[src/rtl/hazard_control_unit.sv]
// hazard_control_unit
// Pipeline stall/flush controller for a 5-stage RV32I pipeline. Decides, each
// cycle, which pipeline registers hold, which receive a bubble, and when the PC
// is reloaded. A redirect that arrives while an I-cache fetch is outstanding is
// deferred (DRAIN state) until the fetch completes, so the fetch address seen by
// the I-cache stays stable.
//
// Ports
//   clk, rst                 clock, synchronous active-low reset
//   rs1/rs2_id_IfId, uses_*  decode-stage source operands
//   rd_id_IdEx, read_mem_IdEx, write_reg_IdEx   execute-stage destination info
//   redirect_Ex, redirect_tgt_Ex                resolved control transfer
//   imem_read, imem_resp     I-cache request outstanding / response valid
//   dmem_req_ExMem, dmem_resp D-cache request in flight / response valid
//   stall_*                  per-register hold strobes
//   flush_IfId, flush_IdEx   bubble-insert strobes
//   pc_load, pc_target       PC reload strobe and value
//
// Optional feature: define HAZARD_PERF_CNT_EN to add four saturating
// performance counters (perf_dwait_cycles, perf_iwait_cycles,
// perf_lu_bubbles, perf_redirects), each PERF_W bits wide.

module hazard_control_unit #(
    parameter int PERF_W = 32
) (
    input  logic              clk,
    input  logic              rst,
    input  logic [4:0]        rs1_id_IfId,
    input  logic [4:0]        rs2_id_IfId,
    input  logic              uses_rs1_IfId,
    input  logic              uses_rs2_IfId,
    input  logic [4:0]        rd_id_IdEx,
    input  logic              read_mem_IdEx,
    input  logic              write_reg_IdEx,
    input  logic              redirect_Ex,
    input  logic [31:0]       redirect_tgt_Ex,
    input  logic              imem_read,
    input  logic              imem_resp,
    input  logic              dmem_req_ExMem,
    input  logic              dmem_resp,
    output logic              stall_pc,
    output logic              stall_IfId,
    output logic              stall_IdEx,
    output logic              stall_ExMem,
    output logic              stall_MemWb,
    output logic              flush_IfId,
    output logic              flush_IdEx,
    output logic              pc_load,
`ifdef HAZARD_PERF_CNT_EN
    output logic [PERF_W-1:0] perf_dwait_cycles,
    output logic [PERF_W-1:0] perf_iwait_cycles,
    output logic [PERF_W-1:0] perf_lu_bubbles,
    output logic [PERF_W-1:0] perf_redirects,
`endif
    output logic [31:0]       pc_target
);

    typedef enum logic {
        RUN   = 1'b0,
        DRAIN = 1'b1
    } state_t;

    state_t      state_reg, state_next;
    logic [31:0] target_reg, target_next;
    // I-cache response that arrived while the D-side held the pipeline.
    logic        resp_seen_reg, resp_seen_next;

    logic dwait;
    logic iwait;
    logic load_use;

    // Which condition won arbitration this cycle (used by the perf counters).
    logic win_dwait, win_iwait, win_lu, win_redirect;

    assign dwait = dmem_req_ExMem & ~dmem_resp;
    assign iwait = imem_read & ~imem_resp;

    assign load_use = read_mem_IdEx & write_reg_IdEx & (rd_id_IdEx != 5'd0) &
                      ((uses_rs1_IfId & (rs1_id_IfId == rd_id_IdEx)) |
                       (uses_rs2_IfId & (rs2_id_IfId == rd_id_IdEx)));

    always_ff @(posedge clk) begin
        if (!rst) begin
            state_reg     <= RUN;
            target_reg    <= 32'd0;
            resp_seen_reg <= 1'b0;
        end else begin
            state_reg     <= state_next;
            target_reg    <= target_next;
            resp_seen_reg <= resp_seen_next;
        end
    end

    always_comb begin
        state_next     = state_reg;
        target_next    = target_reg;
        resp_seen_next = resp_seen_reg;
        stall_pc       = 1'b0;
        stall_IfId     = 1'b0;
        stall_IdEx     = 1'b0;
        stall_ExMem    = 1'b0;
        stall_MemWb    = 1'b0;
        flush_IfId     = 1'b0;
        flush_IdEx     = 1'b0;
        pc_load        = 1'b0;
        pc_target      = 32'd0;
        win_dwait      = 1'b0;
        win_iwait      = 1'b0;
        win_lu         = 1'b0;
        win_redirect   = 1'b0;

        if (!rst) begin
            // Reset holds bubbles in the front of the pipe.
            flush_IfId = 1'b1;
            flush_IdEx = 1'b1;
        end else begin
            unique case (state_reg)
                RUN: begin
                    resp_seen_next = 1'b0;
                    if (dwait) begin
                        // Redirect (if any) stays in EX and is re-presented later.
                        win_dwait   = 1'b1;
                        stall_pc    = 1'b1;
                        stall_IfId  = 1'b1;
                        stall_IdEx  = 1'b1;
                        stall_ExMem = 1'b1;
                        stall_MemWb = 1'b1;
                    end else if (redirect_Ex) begin
                        win_redirect = 1'b1;
                        if (iwait) begin
                            // Fetch address must stay stable until the I-cache answers.
                            state_next  = DRAIN;
                            target_next = redirect_tgt_Ex;
                            stall_pc    = 1'b1;
                            flush_IdEx  = 1'b1;
                        end else begin
                            pc_load    = 1'b1;
                            pc_target  = redirect_tgt_Ex;
                            flush_IfId = 1'b1;
                            flush_IdEx = 1'b1;
                        end
                    end else if (load_use) begin
                        win_lu     = 1'b1;
                        stall_pc   = 1'b1;
                        stall_IfId = 1'b1;
                        flush_IdEx = 1'b1;
                    end else if (iwait) begin
                        win_iwait  = 1'b1;
                        stall_pc   = 1'b1;
                        flush_IfId = 1'b1;
                    end
                end
                DRAIN: begin
                    // The outstanding fetch belongs to the wrong path; discard it.
                    stall_pc   = 1'b1;
                    flush_IfId = 1'b1;
                    if (dwait) begin
                        win_dwait   = 1'b1;
                        stall_IfId  = 1'b1;
                        stall_IdEx  = 1'b1;
                        stall_ExMem = 1'b1;
                        stall_MemWb = 1'b1;
                        if (imem_resp) begin
                            resp_seen_next = 1'b1;
                        end
                    end else if (imem_resp || resp_seen_reg) begin
                        pc_load        = 1'b1;
                        pc_target      = target_reg;
                        state_next     = RUN;
                        resp_seen_next = 1'b0;
                    end
                end
                default: begin
                    state_next = RUN;
                end
            endcase
        end
    end

`ifdef HAZARD_PERF_CNT_EN
    logic [PERF_W-1:0] perf_cnt_reg [4];
    logic [3:0]        perf_inc;

    assign perf_inc = {win_redirect, win_lu, win_iwait, win_dwait};

    generate
        for (genvar gi = 0; gi < 4; gi++) begin : g_perf
            always_ff @(posedge clk) begin
                if (!rst) begin
                    perf_cnt_reg[gi] <= '0;
                end else if (perf_inc[gi] && (perf_cnt_reg[gi] != {PERF_W{1'b1}})) begin
                    perf_cnt_reg[gi] <= perf_cnt_reg[gi] + 1'b1;
                end
            end
        end
    endgenerate

    assign perf_dwait_cycles = perf_cnt_reg[0];
    assign perf_iwait_cycles = perf_cnt_reg[1];
    assign perf_lu_bubbles   = perf_cnt_reg[2];
    assign perf_redirects    = perf_cnt_reg[3];
`endif

endmodule
[config.mk]
export PLATFORM = sky130hd
export DESIGN_NAME = hazard_control_unit
export DESIGN_NICKNAME = d
export VERILOG_FILES = /design/src/rtl/hazard_control_unit.sv
export SDC_FILE = /design/constraint.sdc
export NUM_CORES = 1
export LEC_CHECK = 0
export BUFFER_PORTS_ARGS = -buffer_cell sky130_fd_sc_hd__buf_2
export CAP_MARGIN = 10
export CORE_MARGIN = 1.5
export CORE_UTILIZATION = 46
export CTS_CLUSTER_SIZE = 28
export DETAILED_ROUTE_END_ITERATION = 16
export PLACE_DENSITY = 0.82
export SYNTH_ARGS = -nofsm -noshare
export SYNTH_HDL_FRONTEND = slang
export SYNTH_SLANG_ARGS = --single-unit
[constraint.sdc]
create_clock -name clk -period 1.79 [get_ports clk]
set_input_delay 0.0895 -clock clk [delete_from_list [all_inputs] [get_ports clk]]
set_output_delay 0.0895 -clock clk [all_outputs]
set_load 0.02 [all_outputs]
==> results by group, run 1 <==
Outcome
  – Outcome: finished, final reports clean

Floorplan
  – Initial core utilization: 49.16%
  – Die Area: 0.004805 sq mm
  – Die width: approximately 69 um
  – I/O pin total: a little under 100
  – Row cnt: 23
  – CORE AREA: 0.004115 sq mm
  – Height of the die: between 60 and 70 um

Power
  – LEAKAGE: 1.166 nW
  – Combinational share of power: a little over a fifth
  – Sequential power share: 45.4%
  – P_int: 1.259 mW
  – Switching power: ~480 uW
  – Max VDD drop: approximately 0.00047 V
  – Clock share of power: 32.8%
  – Switching power share of the total: between 20 and 30%
  – Pwr Density: 653.7 mW/mm^2

Global route
  – Grt total ovfl: 0
  – Initial antenna violation count: 0
  – Vias in the first global route: between 1.5k and 2k
  – GRT Overall Usage: between 15 and 20%
  – Largest net degree at the start of global routing: 38
  – First-pass GRT wire length: 7.983 mm

Critical path
  – Crit path kind: reg2out
  – Worst setup EP type: primary output
  – WP data required: between 1500 and 2000 ps
  – Slowest CP cell: a2111o_1
  – CP Launch Type: register
  – Crit path max-delay family: compound AO/OA/AOI/OAI gates
  – R2R Setup Slk: 340 ps
  – Crit path cell chain: a21oi_1 > a2111o_1 > buf_4 > nor2_1 > buf_4
  – Critical Path Max Stage Delay: 410 ps
  – Critical path arrival: 1630 ps
  – Most Frequent Cell on Critical Path: buf_4
  – Buf+Inv Stages, Crit Path: 2
  – Max FO, Critical Path: 16

Placed design
  – Post-DP Area: 0.002559 sq mm
  – Port bufs: 97
  – Final HPWL DP: roughly 3.5 mm
  – Place WS: 174.6 ps
  – Cells after DPL: 395
  – GP Congestion: ~0.76

Routing
  – Vias per Instance: 5.055
  – DR iter-0 viols: 75
  – Vias: 2,037
  – Router iterations before antenna repair: 4
  – Post-route ant nets: 0
  – Avg WL per Cell: between 10 and 15 um
  – Residual DRC: 0
  – Final wirelength: 4.752 mm

Yosys
  – Yosys top cell area share: 33.64%
  – Syn Area/Cell: 7.842 sq um
  – Seq cells post-synth: 34
  – Synthesized cell area: 0.002023 sq mm
  – Yosys top cell by area: dfxtp_1
  – Yosys cell types: 28
  – Leading post-synthesis cells by cell area: dfxtp_1 34%, mux2i_1 16%, nand2_1 13%, a21boi_0 8.9%, nor2_1 6.3%
  – Syn Inst Count: roughly 260
  – Sequential cell area fraction in the yosys report: 33.64%
  – Yosys warns: 0
  – Post-Synthesis Net Count: roughly 320

Clocking
  – Clock root cell: clkbuf_8
  – Hold Buf Count CTS: 0
  – Clock Tree Buf Depth: 2
  – CTS tree: yes
  – CTS sink count: 34
  – TritonCTS Buffers: 5
  – Setup bufs post-CTS: 0
  – CTS resizes: 0
  – Clock-pin slew on the worst setup and hold paths: ~70 ps
  – H-tree depth: 2
  – Worst skew pair latency: 280 ps

Timing
  – Final setup fails: 0
  – Minimum clock period: approximately 1700 ps
  – Worst Skew: 5.690 ps
  – Fin. Hold Viols: 0
  – Max-slew headroom: roughly four fifths
  – Worst slew pin tran: 308.7 ps
  – Setup ws final: 69.95 ps
  – Total negative slack: 0 ps
  – RSZ-0062 raised after global routing: true
  – Slew Viols, Final: 0
  – Final worst path period share: 96.09%
  – Fmax: 0.5814 GHz

Cells and area
  – Design Area, Final: about 0.0027 sq mm
  – ANT cells: 0
  – Non-filler instance count after layout: 403
  – Area Overhead vs Synth: 31.48%
  – Max FFs per register: 32
  – Final Util: between 60 and 70%
  – Layout cells sized above 1: ~34%
  – Nets: 410

Flow run
  – Max Cap Violations: 0

Min path
  – Worst hold path class: in2reg
-- cell usage in the layout (no fill, tap or decap), types with 6 or more instances in the layout --
cell type and n:
mux2i_1 32, buf_2 95, a21boi_0 24, a21boi_1 9
nand2_1 68, nor2_1 34, xnor2_1 11, dfxtp_1 33
buf_4 12, clkbuf_8 6
-- worst reg2reg max path, stage by stage (launching register included) --
cell and delay [ps]:
dfxtp_2 340, buf_4 200, nor4b_4 310, buf_4 280, nand2_1 80, a21boi_0 160
-- path summary, 6_finish.rpt --
path	from	endpoint	depth (start not counted)
worst max-delay path	state_reg	pc_target[10]	5
worst min-delay path	redirect_tgt_Ex[18]	target_reg[18]	3
worst max register to register	state_reg	target_reg[29]	5
worst min register to register	target_reg[4]	target_reg[4]	2
-- layout make-up --
class,instances,area (sq um)
fill,377,1455
multi-input combinational,201,1247
sequential,34,681.9
timing repair buffer,107,565.5
clock buffer,7,86.33
tap,50,62.56
inverter,3,11.26
clock inverter,1,5.005
-- Yosys cell counts, drive strengths merged --
| cell type | count |
|---|---|
| nand2 | 68 |
| dfxtp | 34 |
| nor2 | 34 |
| a21boi | 33 |
| mux2i | 32 |
| buf | 12 |
| xnor2 | 11 |
| clkbuf | 8 |
| a21oi | 3 |
| inv | 3 |
| nand2b | 3 |
| nand4 | 2 |
| nor3 | 2 |
| nor3b | 2 |
| a2111o | 1 |
| a21o | 1 |
| a221o | 1 |
| a22o | 1 |
| nor2b | 1 |
| nor4b | 1 |
| o211ai | 1 |
| o21ai | 1 |
| o22ai | 1 |
| or4 | 1 |
| or4b | 1 |
-- metal layers --
metal | up-vias | track usage, % | routed length (um)
met4 | 0 | 6.754 | 34
li1 | 1041 | - | -
met5 | - | 0 | 0
met2 | 62 | 37.18 | 2443
met3 | 2 | 4.797 | 258
met1 | 932 | 22.00 | 2016
-- power by group through the flow --
stage                     clock [mW]  combinational [mW]  sequential (mW)
after floorplan                    0               0.230            0.803
after global placement             0               0.374            0.805
after detailed placement           0               0.379            0.807
after CTS                      0.590               0.381            0.790
after global routing           0.626               0.417            0.791
final                          0.570               0.379            0.789
-- cell families (layout without fill, tap and decap cells) --
group / after synthesis / after routing / share of synthesized area, %
buf+inv: 23 / 118 / 5.380
mux: 32 / 32 / 15.83
xor+xnor: 11 / 11 / 4.762
compound gates: 43 / 43 / 16.02
flops: 34 / 34 / 33.64
simple gates: 115 / 115 / 24.36
-- stage by stage --
step                hold slack (ps)  power (mW)
floorplan                     224.3       1.034
global placement              341.1       1.179
detailed placement            347.5       1.186
CTS                           45.98       1.761
global route                  53.90       1.834
finish                        53.97       1.739
(Power assumes the default switching activity.)
==> run 2: changes to the inputs <==
--- a/config.mk
+++ b/config.mk
@@ -8,10 +8,11 @@
 export BUFFER_PORTS_ARGS = -buffer_cell sky130_fd_sc_hd__buf_2
 export CAP_MARGIN = 10
 export CORE_MARGIN = 1.5
-export CORE_UTILIZATION = 46
+export CORE_UTILIZATION = 42
 export CTS_CLUSTER_SIZE = 28
 export DETAILED_ROUTE_END_ITERATION = 16
-export PLACE_DENSITY = 0.82
+export PLACE_DENSITY = 0.79
+export REMOVE_ABC_BUFFERS = 1
 export SYNTH_ARGS = -nofsm -noshare
 export SYNTH_HDL_FRONTEND = slang
 export SYNTH_SLANG_ARGS = --single-unit
==> constraint.sdc (replaced) <==
create_clock -name clk -period 1.5 [get_ports clk]
set_input_delay 0.075 -clock clk [delete_from_list [all_inputs] [get_ports clk]]
set_output_delay 0.075 -clock clk [all_outputs]
set_load 0.02 [all_outputs]
==> results by group, run 2 (synthesis results as in run 1) <==
Clocking
  – CTS sink count: 34 (unchanged)
  – Hold Buf Count CTS: 0 (unchanged)
  – Worst skew pair latency: 280 ps (about the same)
  – Clock Tree Buf Depth: 2 (unchanged)
  – H-tree depth: 2 (unchanged)
  – CTS tree: yes
  – Clock-pin slew on the worst setup and hold paths: 70 ps (about the same)
  – TritonCTS Buffers: 5 (unchanged)
  – Clock root cell: clkbuf_8

Power
  – P_int: 1.544 mW (+23%)
  – Total power: 2.155 mW (+24%)
  – Switching power share of the total: 28.35% (+0.77 points)
  – Clock share of power: 32.5% (-0.3 points)
  – Sequential power share: 43.7% (-1.7 points)
  – Max VDD drop: 0.0004629 V (-0.89%)
  – Pwr Density: 749.2 mW/mm^2 (+15%)
  – LEAKAGE: 1.231 nW (+5.6%)
  – Combinational share of power: 23.8% (+2.0 points)
  – Switching power: 610.9 uW (+27%)

Global route
  – Initial antenna violation count: 1 (+1)
  – Largest net degree at the start of global routing: 34 (-11%)
  – First-pass GRT wire length: 7.907 mm (-0.95%)
  – Grt met1 use: 21.78% (-0.23 points)
  – Grt total ovfl: 0 (unchanged)
  – Vias in the first global route: 1,834 (-2.8%)
  – GRT Overall Usage: 18.93% (-1.1 points)
  – Met3 usage: 5.417% (+0.62 points)
  – Met2 Use GR: 33.33% (-3.8 points)
  – GRT busiest layer: met2

Routing
  – DR iter-0 viols: 77 (+2.7%)
  – Post-route ant nets: 0 (unchanged)
  – Router iterations before antenna repair: 4 (unchanged)
  – Vias per Instance: 5.002 (-1.0%)
  – Vias: 2,086 (+2.4%)
  – Residual DRC: 0 (unchanged)
  – Final wirelength: 5.243 mm (+10%)
  – Avg WL per Cell: 12.57 um (+6.6%)

Placed design
  – Port bufs: 97 (unchanged)
  – Post-DP Area: 0.002621 sq mm (+2.4%)
  – Final HPWL DP: 3.566 mm (+1.9%)
  – GP Congestion: 0.7431 (-2.1%)

Floorplan
  – Die Area: 0.005242 sq mm (+9.1%)
  – CORE AREA: 0.004692 sq mm (+14%)
  – I/O pin total: 98 (unchanged)
  – Die width: 72.41 um (+4.5%)
  – Initial core utilization: 43.12% (-6.0 points)
  – Row cnt: 25 (+8.7%)
  – Height of the die: 72.41 um (+4.5%)

Outcome
  – Outcome: complete, but fails checks
  – Failing checks: negative setup slack

Timing
  – Setup ws final: -160.0 ps (-230.0 ps)
  – Worst Skew: 8.494 ps (+2.804 ps)
  – RSZ-0062 raised after global routing: true
  – Slew Viols, Final: 0 (unchanged)
  – Final worst path period share: 110.7%
  – Minimum clock period: ~1700 ps
  – Worst slew pin tran: 331.8 ps (+23.14 ps)
  – Final setup fails: 33 (+33)
  – Fmax: around 0.60 GHz
  – Max-slew headroom: 77.88% (-1.5 points)
  – Fin. Hold Viols: 0 (unchanged)

Critical path
  – R2R cell count: 6 (+1)
  – WP data required: 1420 ps (-280 ps)
  – Worst setup EP type: primary output
  – CP Launch Type: register
  – Buf+Inv Stages, Crit Path: 2 (unchanged)
  – Slowest CP cell: a2111o_1
  – Max FO, Critical Path: 22 (+6)
  – Crit path kind: reg2out
  – Critical Path Max Stage Delay: 470 ps (+60 ps)
  – Crit path cell chain: a2111o_1 > buf_12 > nor2_1 > buf_4
  – Worst path depth: 4 (-1)
  – Critical path arrival: 1590 ps (-40 ps)
  – Crit path max-delay family: compound AO/OA/AOI/OAI gates

Min path
  – Hold Path Depth: 3 (unchanged)
  – Worst hold path class: in2reg

Cells and area
  – Commonest cells after routing, fill and taps aside: 68 x nand2_1, 68 x buf_2, 38 x buf_4, 33 x dfxtp_1, 32 x mux2i_1
  – Final Util: 61.31% (-3.3 points)
  – Design Area, Final: 0.002877 sq mm (+8.1%)
  – ANT cells: 0 (unchanged)
  – Max FFs per register: 32 (unchanged)
  – Register area: 684.4 sq um (+0.37%)
  – Nets: 420 (+2.4%)
  – Footprint of the multi-input gates: 0.001264 sq mm (+1.3%)
  – Area Overhead vs Synth: 42.18%
  – Layout cells sized above 1: 38.02% (+4.0 points)
  – FILL cells: 405 (+7.4%)

Flow run
  – Max Cap Violations: 0 (unchanged)
## run 2: worst reg2reg max path: cells and delay by family, from the launching register on
| kind | cells | cell delay [ps] |
|---|---|---|
| buf+inv | 3 | 560 |
| flops | 1 | 370 |
| simple gates | 2 | 320 |
| compound gates | 1 | 160 |
## run 2: worst paths after layout
check | from | to | slack, ps
worst min register to register | target_reg[19] | target_reg[19] | 460
worst max-delay path | state_reg | pc_target[12] | -160
worst max register to register | state_reg | target_reg[24] | 30
worst min-delay path | redirect_tgt_Ex[30] | target_reg[30] | 30
## run 2: metrics by stage
stage	TNS, ps	std cells	setup slack (ps)	hold slack [ps]
after floorplan	-83270	238	-1278	209.8
after global placement	0	405	13.58	325.4
after detailed placement	0	405	10.57	335.3
after CTS	-5172	413	-176.7	25.51
after global routing	-7478	417	-250.6	33.53
final	-4346	417	-160.0	34.61
## run 2: what timing repair did
item,CTS,global route
endpoints found under the hold margin,0,0
cloned,0,2
setup endpoints to repair,33,50
buffers inserted,0,2
pin swaps,1,5
resized for setup,26,23
## run 2: layout make-up
class,instances,share of cell area (%)
Multi-Input combinational cell,201,43.93
Timing Repair Buffer,117,26.23
Sequential cell,34,23.79
Clock buffer,6,2.871
Tap cell,54,2.349
Clock inverter,2,0.4350
Inverter,3,0.3915
## run 2: power groups by stage
| stage | Clock (mW) | Combinational, mW | Sequential [mW] |
|---|---|---|---|
| 6_report | 0.701 | 0.513 | 0.941 |
| 5_1_grt | 0.757 | 0.557 | 0.944 |
| 4_1_cts | 0.723 | 0.486 | 0.941 |
| 3_5_place_dp | 0 | 0.469 | 0.963 |
| 3_3_place_gp | 0 | 0.463 | 0.962 |
| 2_1_floorplan | 0 | 0.244 | 0.971 |
## run 2: layer usage
metal / wire length [um] / vias up
met5: 0 / -
met4: 40 / 0
met3: 393 / 4
met2: 2511 / 79
met1: 2299 / 941
li1: - / 1062
